## config.mk

```make
export PLATFORM = sky130hd
export DESIGN_NAME = ghost_move_ctrl
export DESIGN_NICKNAME = d
export VERILOG_FILES = /design/src/rtl/ghost_move_ctrl_pkg.sv /design/src/rtl/ghost_move_ctrl_grid_step.sv /design/src/rtl/ghost_move_ctrl.sv
export SDC_FILE = /design/constraint.sdc
export NUM_CORES = 1
export LEC_CHECK = 0
export BUFFER_PORTS_ARGS = -buffer_cell sky130_fd_sc_hd__clkbuf_2
export CORE_ASPECT_RATIO = 1.4
export CORE_MARGIN = 10
export CORE_UTILIZATION = 50
export CTS_BUF_LIST = sky130_fd_sc_hd__clkbuf_16
export DETAILED_ROUTE_END_ITERATION = 8
export PLACE_DENSITY = 0.71
export SLEW_MARGIN = 20
export SYNTH_ARGS = -nofsm -noshare
export SYNTH_HDL_FRONTEND = slang
export SYNTH_SLANG_ARGS = --single-unit
```

## constraint.sdc

```tcl
create_clock -name clk -period 7.4 [get_ports clk]
set_input_delay 0.37 -clock clk [delete_from_list [all_inputs] [get_ports clk]]
set_output_delay 0.37 -clock clk [all_outputs]
set_load 0.01 [all_outputs]
```

## src/rtl/ghost_move_ctrl_pkg.sv

```systemverilog
// ============================================================================
// Module      : ghost_move_ctrl_pkg
// Description : Shared game encodings: travel directions, grid defaults and
//               the ghost movement FSM state type.
// Revision    : 1.0 - initial release
// ============================================================================
`default_nettype none

package ghost_move_ctrl_pkg;

    localparam logic [2:0] STAY  = 3'd0;
    localparam logic [2:0] RIGHT = 3'd1;
    localparam logic [2:0] LEFT  = 3'd2;
    localparam logic [2:0] UP    = 3'd3;
    localparam logic [2:0] DOWN  = 3'd4;

    localparam int GRID_X_MAX      = 19;
    localparam int GRID_Y_MAX      = 14;
    localparam int GRID_HOME_X     = 9;
    localparam int GRID_HOME_Y     = 7;
    localparam int ACK_TIMEOUT_DEF = 15;

    typedef enum logic [2:0] {
        IDLE      = 3'd0,
        TRY_REQ   = 3'd1,
        WAIT_REQ  = 3'd2,
        TRY_PREV  = 3'd3,
        WAIT_PREV = 3'd4,
        COMMIT    = 3'd5,
        HOME      = 3'd6
    } ghost_state_t;

endpackage

`default_nettype wire

```

## src/rtl/ghost_move_ctrl_grid_step.sv

```systemverilog
// ============================================================================
// Module      : grid_step
// Description : Neighbour cell of (x,y) in direction dir, flagged offgrid when
//               it leaves the playfield or the direction code is invalid.
// Revision    : 1.0 - initial release
// ============================================================================
`default_nettype none

module grid_step
    import ghost_move_ctrl_pkg::*;
#(
    parameter int X_MAX = GRID_X_MAX,
    parameter int Y_MAX = GRID_Y_MAX
) (
    input  logic [4:0] x,
    input  logic [4:0] y,
    input  logic [2:0] dir,
    output logic [4:0] nx,
    output logic [4:0] ny,
    output logic       offgrid
);

    localparam logic signed [5:0] XM = 6'(X_MAX);
    localparam logic signed [5:0] YM = 6'(Y_MAX);

    logic signed [5:0] sx;
    logic signed [5:0] sy;
    logic signed [5:0] tx;
    logic signed [5:0] ty;
    logic              bad_dir;

    always_comb begin
        sx      = signed'({1'b0, x});
        sy      = signed'({1'b0, y});
        tx      = sx;
        ty      = sy;
        bad_dir = 1'b0;
        case (dir)
            RIGHT:   tx = sx + 6'sd1;
            LEFT:    tx = sx - 6'sd1;
            UP:      ty = sy - 6'sd1;
            DOWN:    ty = sy + 6'sd1;
            STAY:    ;
            default: bad_dir = 1'b1;
        endcase
        offgrid = bad_dir || (tx < 6'sd0) || (tx > XM) || (ty < 6'sd0) || (ty > YM);
        // Hold the current cell when blocked so the outputs stay in range.
        nx = offgrid ? x : tx[4:0];
        ny = offgrid ? y : ty[4:0];
    end

endmodule

`default_nettype wire

```

## src/rtl/ghost_move_ctrl.sv

```systemverilog
// ============================================================================
// Module      : ghost_move_ctrl
// Description : Ghost movement FSM: requested move, momentum fallback, maze
//               wall lookups with timeout, and catch/return-home handling.
// Revision    : 1.0 - initial release
// ============================================================================
`default_nettype none

module ghost_move_ctrl
    import ghost_move_ctrl_pkg::*;
#(
    parameter int X_MAX       = GRID_X_MAX,
    parameter int Y_MAX       = GRID_Y_MAX,
    parameter int START_X     = GRID_HOME_X,
    parameter int START_Y     = GRID_HOME_Y,
    parameter int ACK_TIMEOUT = ACK_TIMEOUT_DEF
) (
    input  logic       clk,
    input  logic       reset,
    input  logic       move_tick,
    input  logic [2:0] req_dir,
    input  logic [4:0] pac_x,
    input  logic [4:0] pac_y,
    output logic       wall_req,
    output logic [4:0] wall_x,
    output logic [4:0] wall_y,
    input  logic       wall_ack,
    input  logic       wall_blocked,
    output logic [4:0] ghost_x,
    output logic [4:0] ghost_y,
    output logic [2:0] ghost_dir,
    output logic       move_done,
    output logic       caught
);

    localparam int            CW       = (ACK_TIMEOUT > 1) ? $clog2(ACK_TIMEOUT) : 1;
    localparam logic [CW-1:0] CNT_LAST = CW'(ACK_TIMEOUT - 1);

    ghost_state_t  state_q, state_d;
    logic [2:0]    cand_q, cand_d, gdir_q, gdir_d, mdir_q, mdir_d;
    logic [4:0]    gx_q, gx_d, gy_q, gy_d;
    logic [4:0]    wx_q, wx_d, wy_q, wy_d;
    logic [4:0]    mx_q, mx_d, my_q, my_d;
    logic          req_q, req_d, done_q, done_d, caught_q, caught_d;
    logic [CW-1:0] cnt_q, cnt_d;

    logic [2:0] w_step_dir;
    logic [4:0] w_nx, w_ny;
    logic       w_offgrid;
    logic       w_resolved;
    logic       w_blk;

    assign w_step_dir = (state_q == TRY_REQ) ? cand_q : gdir_q;

    grid_step #(
        .X_MAX (X_MAX),
        .Y_MAX (Y_MAX)
    ) u_grid_step (
        .x       (gx_q),
        .y       (gy_q),
        .dir     (w_step_dir),
        .nx      (w_nx),
        .ny      (w_ny),
        .offgrid (w_offgrid)
    );

    // A dropped request (timeout) resolves the wait as blocked.
    assign w_resolved = !req_q || wall_ack;
    assign w_blk      = !req_q || wall_blocked;

    always_comb begin
        state_d  = state_q;
        cand_d   = cand_q;
        gdir_d   = gdir_q;
        mdir_d   = mdir_q;
        gx_d     = gx_q;
        gy_d     = gy_q;
        wx_d     = wx_q;
        wy_d     = wy_q;
        mx_d     = mx_q;
        my_d     = my_q;
        req_d    = req_q;
        cnt_d    = cnt_q;
        done_d   = 1'b0;
        caught_d = 1'b0;

        if (state_q == WAIT_REQ || state_q == WAIT_PREV) begin
            if (req_q) begin
                if (wall_ack || cnt_q == CNT_LAST) begin
                    req_d = 1'b0;
                end else begin
                    cnt_d = cnt_q + 1'b1;
                end
            end
        end

        case (state_q)
            IDLE: begin
                if (move_tick) begin
                    cand_d  = req_dir;
                    state_d = (req_dir == STAY) ? TRY_PREV : TRY_REQ;
                end
            end
            TRY_REQ: begin
                if (w_offgrid) begin
                    state_d = TRY_PREV;
                end else begin
                    wx_d    = w_nx;
                    wy_d    = w_ny;
                    req_d   = 1'b1;
                    cnt_d   = '0;
                    state_d = WAIT_REQ;
                end
            end
            WAIT_REQ: begin
                if (w_resolved) begin
                    if (w_blk) begin
                        state_d = TRY_PREV;
                    end else begin
                        mx_d    = wx_q;
                        my_d    = wy_q;
                        mdir_d  = cand_q;
                        state_d = COMMIT;
                    end
                end
            end
            TRY_PREV: begin
                if (gdir_q == STAY || gdir_q == cand_q || w_offgrid) begin
                    mx_d    = gx_q;
                    my_d    = gy_q;
                    mdir_d  = STAY;
                    state_d = COMMIT;
                end else begin
                    wx_d    = w_nx;
                    wy_d    = w_ny;
                    req_d   = 1'b1;
                    cnt_d   = '0;
                    state_d = WAIT_PREV;
                end
            end
            WAIT_PREV: begin
                if (w_resolved) begin
                    mx_d    = w_blk ? gx_q : wx_q;
                    my_d    = w_blk ? gy_q : wy_q;
                    mdir_d  = w_blk ? STAY : gdir_q;
                    state_d = COMMIT;
                end
            end
            COMMIT: begin
                if (mx_q == pac_x && my_q == pac_y) begin
                    state_d = HOME;
                end else begin
                    gx_d    = mx_q;
                    gy_d    = my_q;
                    gdir_d  = mdir_q;
                    done_d  = 1'b1;
                    state_d = IDLE;
                end
            end
            HOME: begin
                gx_d     = 5'(START_X);
                gy_d     = 5'(START_Y);
                gdir_d   = STAY;
                done_d   = 1'b1;
                caught_d = 1'b1;
                state_d  = IDLE;
            end
            default: state_d = IDLE;
        endcase
    end

    always_ff @(posedge clk) begin
        if (!reset) begin
            state_q  <= IDLE;
            cand_q   <= STAY;
            gdir_q   <= STAY;
            mdir_q   <= STAY;
            gx_q     <= 5'(START_X);
            gy_q     <= 5'(START_Y);
            wx_q     <= '0;
            wy_q     <= '0;
            mx_q     <= '0;
            my_q     <= '0;
            req_q    <= 1'b0;
            cnt_q    <= '0;
            done_q   <= 1'b0;
            caught_q <= 1'b0;
        end else begin
            state_q  <= state_d;
            cand_q   <= cand_d;
            gdir_q   <= gdir_d;
            mdir_q   <= mdir_d;
            gx_q     <= gx_d;
            gy_q     <= gy_d;
            wx_q     <= wx_d;
            wy_q     <= wy_d;
            mx_q     <= mx_d;
            my_q     <= my_d;
            req_q    <= req_d;
            cnt_q    <= cnt_d;
            done_q   <= done_d;
            caught_q <= caught_d;
        end
    end

    assign wall_req  = req_q;
    assign wall_x    = wx_q;
    assign wall_y    = wy_q;
    assign ghost_x   = gx_q;
    assign ghost_y   = gy_q;
    assign ghost_dir = gdir_q;
    assign move_done = done_q;
    assign caught    = caught_q;

endmodule

`default_nettype wire

```

# After elaboration in Yosys (flattened, before gate mapping)
# Cells that the tools add are included.
[totals] wordCells=130 regBits=49
[op_classes] n_lt_le_gt_ge=4 muxes=60 n_reduce_logical=25 addsub=5 n_eq_ne=22
[op_table] operator="two-way mux 5 bit" count=18
[op_table] operator="case mux 5 bit (2 select lines)" count=4
[op_table] operator="two-way mux 3 bit" count=12
[op_table] operator="case mux 5 bit (3 select lines)" count=2
[op_table] operator="case mux 6 bit (2 select lines)" count=2
[op_table] operator="two-way mux 4 bit" count=5
[op_table] operator="case mux 3 bit (6 select lines)" count=1
[op_table] operator="inequality test 2 bit, second input constant" count=8
[op_table] operator="adder 5 x 1 -> 6 bit, second input constant" count=2
[op_table] operator="== test 3 x 2 -> 1 bit, second input constant" count=4
[op_table] operator="== test 3 bit, second input constant" count=4
[op_table] operator="zero test 3 bit" count=4
[op_table] operator="less-than comparator 6 x 1 -> 1 bit, second input constant" count=2
[op_table] operator="subtractor 5 x 1 -> 6 bit, second input constant" count=2
[op_table] operator="== test 5 bit" count=2
[op_table] operator="logical OR 1 bit" count=10
[op_table] operator="two-way mux 1 bit" count=10
[op_table] operator="case mux 3 bit (3 select lines)" count=1
[op_table] operator="case mux 4 bit (2 select lines)" count=1
[op_table] operator="== test 3 x 1 -> 1 bit, second input constant" count=2
[op_table] operator="> comparator 6 x 5 -> 1 bit, second input constant" count=1
[op_table] operator="> comparator 6 bit, second input constant" count=1
[op_table] operator="case mux 3 bit (2 select lines)" count=1
[op_table] operator="AND reduction 3 bit" count=2
[op_table] operator="other kinds (12)" count=15

# Longest topological paths before layout
[logic_depth] depth_word=12 mapped_depth=17 depth_no_buf=13

# Hierarchy
# A second synthesis with hierarchy kept.
[hier_totals] cells_unflattened=369 area_unflattened_um2=3161.8
[modules_own_cells] module="ghost_move_ctrl" area_each_um2=2441.1 instances=1 cells_each=278
[modules_own_cells] module="grid_step" area_each_um2=720.7 instances=1 cells_each=91

# Least setup slack after synthesis
# No wires, ideal clock.
[synth_timing] kind="reg-to-reg" start="register gdir_q[2] (netlist: ghost_dir[2])" end="register wx_q[0] (netlist: wall_x[0])" t_required_ns=7.282 synth_period_minus_slack_ns=3.243 setup_ns=0.118 setup_slack_ns=4.157 t_arrival_ns=3.125 stages_incl_launch_ff=18 path_cell_list="dfxtp_1 > buf_6 > or3b_1 > mux2_4 > buf_6 > xnor2_1 > ha_1 > clkbuf_1 > nor4_1 > nor2b_1 > o21bai_1 > a211oi_1 > o22ai_1 > nand4_1 > or2_1 > buf_6 > buf_12 > mux2i_1"
[synth_via] elab_chain_len=11 word_cells_on_any_way=29
[synth_rtl] element="start: declaration" line_no="ghost_move_ctrl.sv:40" rtl="logic [2:0] cand_q, cand_d, gdir_q, gdir_d, mdir_q, mdir_d;"
[synth_rtl] element="start signal: assignment" line_no="ghost_move_ctrl.sv:191" rtl="gdir_q <= gdir_d;"
[synth_rtl] element="two-way mux 3 bit" line_no="ghost_move_ctrl.sv:53" rtl="assign w_step_dir = (state_q == TRY_REQ) ? cand_q : gdir_q;"
[synth_rtl] element="== test 3 x 2 -> 1 bit, or another cell as far along" line_no="ghost_move_ctrl_grid_step.sv:38" rtl="case (dir)"
[synth_rtl] element="case mux 6 bit (2 select lines) or OR reduction 5 bit (tied branches)"
[synth_rtl] element="less-than comparator 6 x 1 -> 1 bit or two-way mux 1 bit (tied branches)" line_no="ghost_move_ctrl_grid_step.sv:46, ghost_move_ctrl_grid_step.sv:38"
[synth_rtl] element="logical OR 1 bit (4 in series)" line_no="ghost_move_ctrl_grid_step.sv:46" rtl="offgrid = bad_dir || (tx < 6'sd0) || (tx > XM) || (ty < 6'sd0) || (ty > YM);"
[synth_rtl] element="two-way mux 5 bit or logical OR 1 bit (tied branches)" line_no="ghost_move_ctrl_grid_step.sv:48, ghost_move_ctrl.sv:128"
[synth_rtl] element="two-way mux 5 bit, or another cell as far along" line_no="ghost_move_ctrl.sv:128" rtl="if (gdir_q == STAY || gdir_q == cand_q || w_offgrid) begin"
[synth_rtl] element="case mux 5 bit (2 select lines) or AND reduction 3 bit (tied branches)"
[synth_rtl] element="end signal: assignment" line_no="ghost_move_ctrl.sv:195" rtl="wx_q <= wx_d;"
[synth_rtl] element="end: declaration" line_no="ghost_move_ctrl.sv:42" rtl="logic [4:0] wx_q, wx_d, wy_q, wy_d;"
# Parallel ways exist; a longest one is shown, timed or not. The select of a mux whose other input is x is not followed.
# A chain may end at the register's enable or synchronous reset.

# Worst setup path in the final report
[layout_timing] start="register state_q[0]" end="register wx_q[0] (netlist: wall_x[0])"
[layout_via] elab_chain_len=12 word_cells_on_any_way=29
[layout_rtl] element="start: declaration" line_no="ghost_move_ctrl.sv:39" rtl="ghost_state_t state_q, state_d;"
[layout_rtl] element="start signal: assignment" line_no="ghost_move_ctrl.sv:189" rtl="state_q <= state_d;"
[layout_rtl] element="== test 3 x 1 -> 1 bit" line_no="ghost_move_ctrl.sv:53, ghost_move_ctrl.sv:97"
[layout_rtl] element="two-way mux 3 bit" line_no="ghost_move_ctrl.sv:53"
[layout_rtl] element="== test 3 x 2 -> 1 bit, or another cell as far along" line_no="ghost_move_ctrl_grid_step.sv:38"
[layout_rtl] element="case mux 6 bit (2 select lines) or OR reduction 5 bit (tied branches)"
[layout_rtl] element="less-than comparator 6 x 1 -> 1 bit or two-way mux 1 bit (tied branches)" line_no="ghost_move_ctrl_grid_step.sv:46, ghost_move_ctrl_grid_step.sv:38"
[layout_rtl] element="logical OR 1 bit (4 in series)" line_no="ghost_move_ctrl_grid_step.sv:46"
[layout_rtl] element="two-way mux 5 bit or logical OR 1 bit (tied branches)" line_no="ghost_move_ctrl_grid_step.sv:48, ghost_move_ctrl.sv:128"
[layout_rtl] element="two-way mux 5 bit, or another cell as far along" line_no="ghost_move_ctrl.sv:128"
[layout_rtl] element="case mux 5 bit (2 select lines) or AND reduction 3 bit (tied branches)"
# Parallel ways exist; a longest one is shown, timed or not. The select of a mux whose other input is x is not followed.

==> results.md <==
- The library cell occupying the most area in the post-synthesis netlist is sky130_fd_sc_hd__dfxtp_1.
- For this design the static power due to leakage is 1.555 nW.
- Counting flops with a built-in enable in the synthesized netlist gives 0.
- The utilization after layout is 56.54%.
- The worst setup path is launched from a register.
- The highest fanout seen on the critical path is 15.
- The synthesized netlist cell count is 385.
- At the later pin of the worst-skew pair, clock insertion delay measures around 0.29 ns.
- Max-cap violations in this run came to 0.
- The fmax is 246.0 MHz.
- The part of the Yosys area used for sequential elements is 30.53%.
- The total CTS buffers is 5.
- The number of global-route vias before repair came to ~2.8k.
- The number of distinct library cells after synthesis is 55.
- Counting tap cells, the placed design contains a total of 474 instances.
- The number of port buffers is 43.
- The height of the die is between 100 and 150 um.
- The DRC marker count from the first detailed-route iteration is roughly 240.
- The tree built by TritonCTS fans out to 49 sinks.
- The total count of hold-check failures in the final report was 0.
- For this run, the total global-route usage over all layers was measured as 16.00%.
- The post-synthesis register bit count is 49.
- The largest net degree at the start of global routing is 50.
- The number of search-and-repair iterations in the first detailed-routing pass is 4.
- The die outline width is 87.75 um.
- The post-synthesis net count is 411.
- The die footprint is 0.01008 mm2.
- The number of placement rows is 34.
- Setup repair after global routing left no endpoint under its margin.
- In the post-synthesis netlist, the biggest area contributors are sky130_fd_sc_hd__dfxtp_1 (31%), sky130_fd_sc_hd__mux2i_1 (12%), sky130_fd_sc_hd__nand2_1 (6.9%).
- The run finished with clean final reports.
- For the final database, setup skew stands at 0.003757 ns.
- At the end of routability-driven placement, the weighted congestion stood at 0.8520.
- The repair_antennas step left the layout with diodes totalling 0.
- The peak supply drop is 0.1536 mV.
- The remaining global-route overflow is 0.
- Headroom to the max-slew limit came out at 35.61%.
- For the worst setup path, the data required time is 7.62 ns.
- The per-instance average area after synthesis is 8.346 um2.
- The netlist area before placement is about 0.0032 mm2.
- Leaving out fill and tap cells, the most frequent cells in the layout are sky130_fd_sc_hd__nand2_1 (59), sky130_fd_sc_hd__dfxtp_1 (49), sky130_fd_sc_hd__clkbuf_2 (43), sky130_fd_sc_hd__mux2i_1 (39), sky130_fd_sc_hd__a21oi_1 (24).
- The worst-case clock buffer depth is 2.
- Once the floorplan was initialized, standard cells occupied about half of the core.
- The class of the tightest hold or removal check is in -> reg.
- The share of the synthesized area in the top cell type is 30.53%.
- The root cell of the clock tree is sky130_fd_sc_hd__clkbuf_16.
- In this run, post-CTS hold repair placed 0 buffers.
- The H-tree depth reported by CTS is 2.
- After routing, the total negative slack on setup checks comes to 0 ns.
- The critical path is of the reg -> reg type.
- In this run, post-CTS repair resized a total of 0 instances.
- The time the final worst path needs with I/O delays and setup is 4.065 ns.
- After detailed routing, the number of vias per cell comes to 5.751.
- The core region area is roughly 0.0063 mm2.
- The post-route fraction of the period consumed by the critical path is 54.93%.
- The endpoint arrival time on the critical path is 4.28 ns.
- In this run the post-CTS setup repair buffer count came out at 0.
- The areal power density over the cells is 221.8 mW/mm2.
- Once detail routing completed, the nets flagged for antenna violations numbered 0.
- In this run the count of I/O pins placed on the die edge is 44.
- Of the cells placed in the final design, the portion with a size suffix greater than 1 is between 10% and 20%.
- The routed design has 7804 um of wire.
- In the synthesized netlist the dominant register cell turns out to be sky130_fd_sc_hd__dfxtp_1.
- The library cell used most frequently in the layout, excluding fill and tap cells, is sky130_fd_sc_hd__nand2_1.
- The number of max-slew violations in the final report came to 0.
- The total number of vias is ~2.8k.
- The number of standard cells in the final layout excluding fillers is 482.
- The kind of capture point of the worst setup path is a register.
- The clock-pin slew on the worst setup and hold paths is ~0.060 ns.
- The synthesis warning total is 0.
- The proportion of register bits with asynchronous set or reset after synthesis is 0%.
- At the pin with the least slew margin, the transition time is a little under 1 ns.
- The area overhead of the layout relative to synthesis is 10.05%.
- The final net count is roughly 440.
- The initial antenna violation count is 0.
- The wire length of the first global-routing pass is 13,400 um.
- TritonCTS built the clock tree.
- The routed length per instance is 16.19 um.
- The HPWL after detailed placement is about 5800 um.
- The final setup violation count is 0.
- After detailed routing, the number of remaining DRC violations is 0.
## through the flow
step | worst slack, ns | hold slack, ns | instance area [um2] | power, mW
floorplan | 4.157 | 0.4341 | 3213 | 0.4936
global placement | 3.605 | 0.4464 | 3369 | 0.5285
detailed placement | 3.394 | 0.4559 | 3369 | 0.5343
CTS | 3.368 | 0.3516 | 3536 | 0.7915
global route | 2.931 | 0.3587 | 3536 | 0.8294
finish | 3.335 | 0.3543 | 3536 | 0.7844
## cell families (layout without fill, tap and decap cells)
family | Yosys count | after routing | synth area share [%]
AOI/OAI and AO/OA | 78 | 78 | 16.59
xor gates and xnor gates | 24 | 24 | 6.542
muxes | 42 | 42 | 13.32
buffers and inverters | 36 | 61 | 6.036
adders and majority gates | 8 | 8 | 3.349
and+or+nand+nor | 148 | 148 | 23.64
DFF | 49 | 49 | 30.53
## state kept, by name, summed over array words and instances, names as in the netlist
name,cells
mx_q,5
move_done,1
mdir_q,3
wall_y,5
ghost_x,5
state_q,3
wall_req,1
my_q,5
cnt_q,4
caught,1
wall_x,5
ghost_dir,3
cand_q,3
ghost_y,5
## power by group
part           internal [mW]  switching (mW)
combinational         0.0914           0.110
clock                  0.158          0.0983
sequential             0.289          0.0368
## synthesized netlist by cell type (5+ instances only)
library cell and instances:
sky130_fd_sc_hd__a21oi_1 24, sky130_fd_sc_hd__and3_1 10, sky130_fd_sc_hd__clkbuf_1 15, sky130_fd_sc_hd__dfxtp_1 49, sky130_fd_sc_hd__ha_1 7, sky130_fd_sc_hd__inv_1 7
sky130_fd_sc_hd__mux2i_1 39, sky130_fd_sc_hd__nand2_1 59, sky130_fd_sc_hd__nand3_1 5, sky130_fd_sc_hd__nor2_1 22, sky130_fd_sc_hd__nor2b_1 8, sky130_fd_sc_hd__nor4_1 6
sky130_fd_sc_hd__o21ai_0 18, sky130_fd_sc_hd__o221a_2 10, sky130_fd_sc_hd__or3_1 7, sky130_fd_sc_hd__xnor2_1 11, sky130_fd_sc_hd__xor2_1 13
## worst paths after layout
kind | slack, ns | to | start | cells after the start
worst max-delay path | 3.34 | wall_x[0] | state_q[0] | 12
worst min-delay path | 0.35 | cand_q[2] | req_dir[2] | 3
worst max register to register | 3.34 | wall_x[0] | state_q[0] | 12
worst min register to register | 0.46 | mdir_q[1] | mdir_q[1] | 2
## layout make-up
class,count,area (um2)
flip-flops and latches,49,980.9
clock inverters,3,41.29
repair buffers,45,230.2
multi-input cells,300,2038
well taps,72,90.09
clock buffers,5,125.1
fillers,575,2718
inverters,8,30.03
## critical path, cell delays in order (launching register included)
cell and delay [ns]:
sky130_fd_sc_hd__dfxtp_1 0.59, sky130_fd_sc_hd__nor3b_4 0.56, sky130_fd_sc_hd__mux2_4 0.42, sky130_fd_sc_hd__xnor2_1 0.15, sky130_fd_sc_hd__ha_1 0.30, sky130_fd_sc_hd__nor4_1 0.35, sky130_fd_sc_hd__nor2b_1 0.19, sky130_fd_sc_hd__o21bai_1 0.07
sky130_fd_sc_hd__a211oi_1 0.24, sky130_fd_sc_hd__o22ai_1 0.16, sky130_fd_sc_hd__nand4_1 0.13, sky130_fd_sc_hd__or2_1 0.60, sky130_fd_sc_hd__mux2i_1 0.25
## routing by layer
layer	routed length (um)	track usage, %	vias up
met5	0	0	-
met3	315	3.255	12
met2	4015	27.87	49
met1	3345	18.98	1303
met4	127	5.011	0
li1	-	-	1408
(Power assumes the default switching activity.)
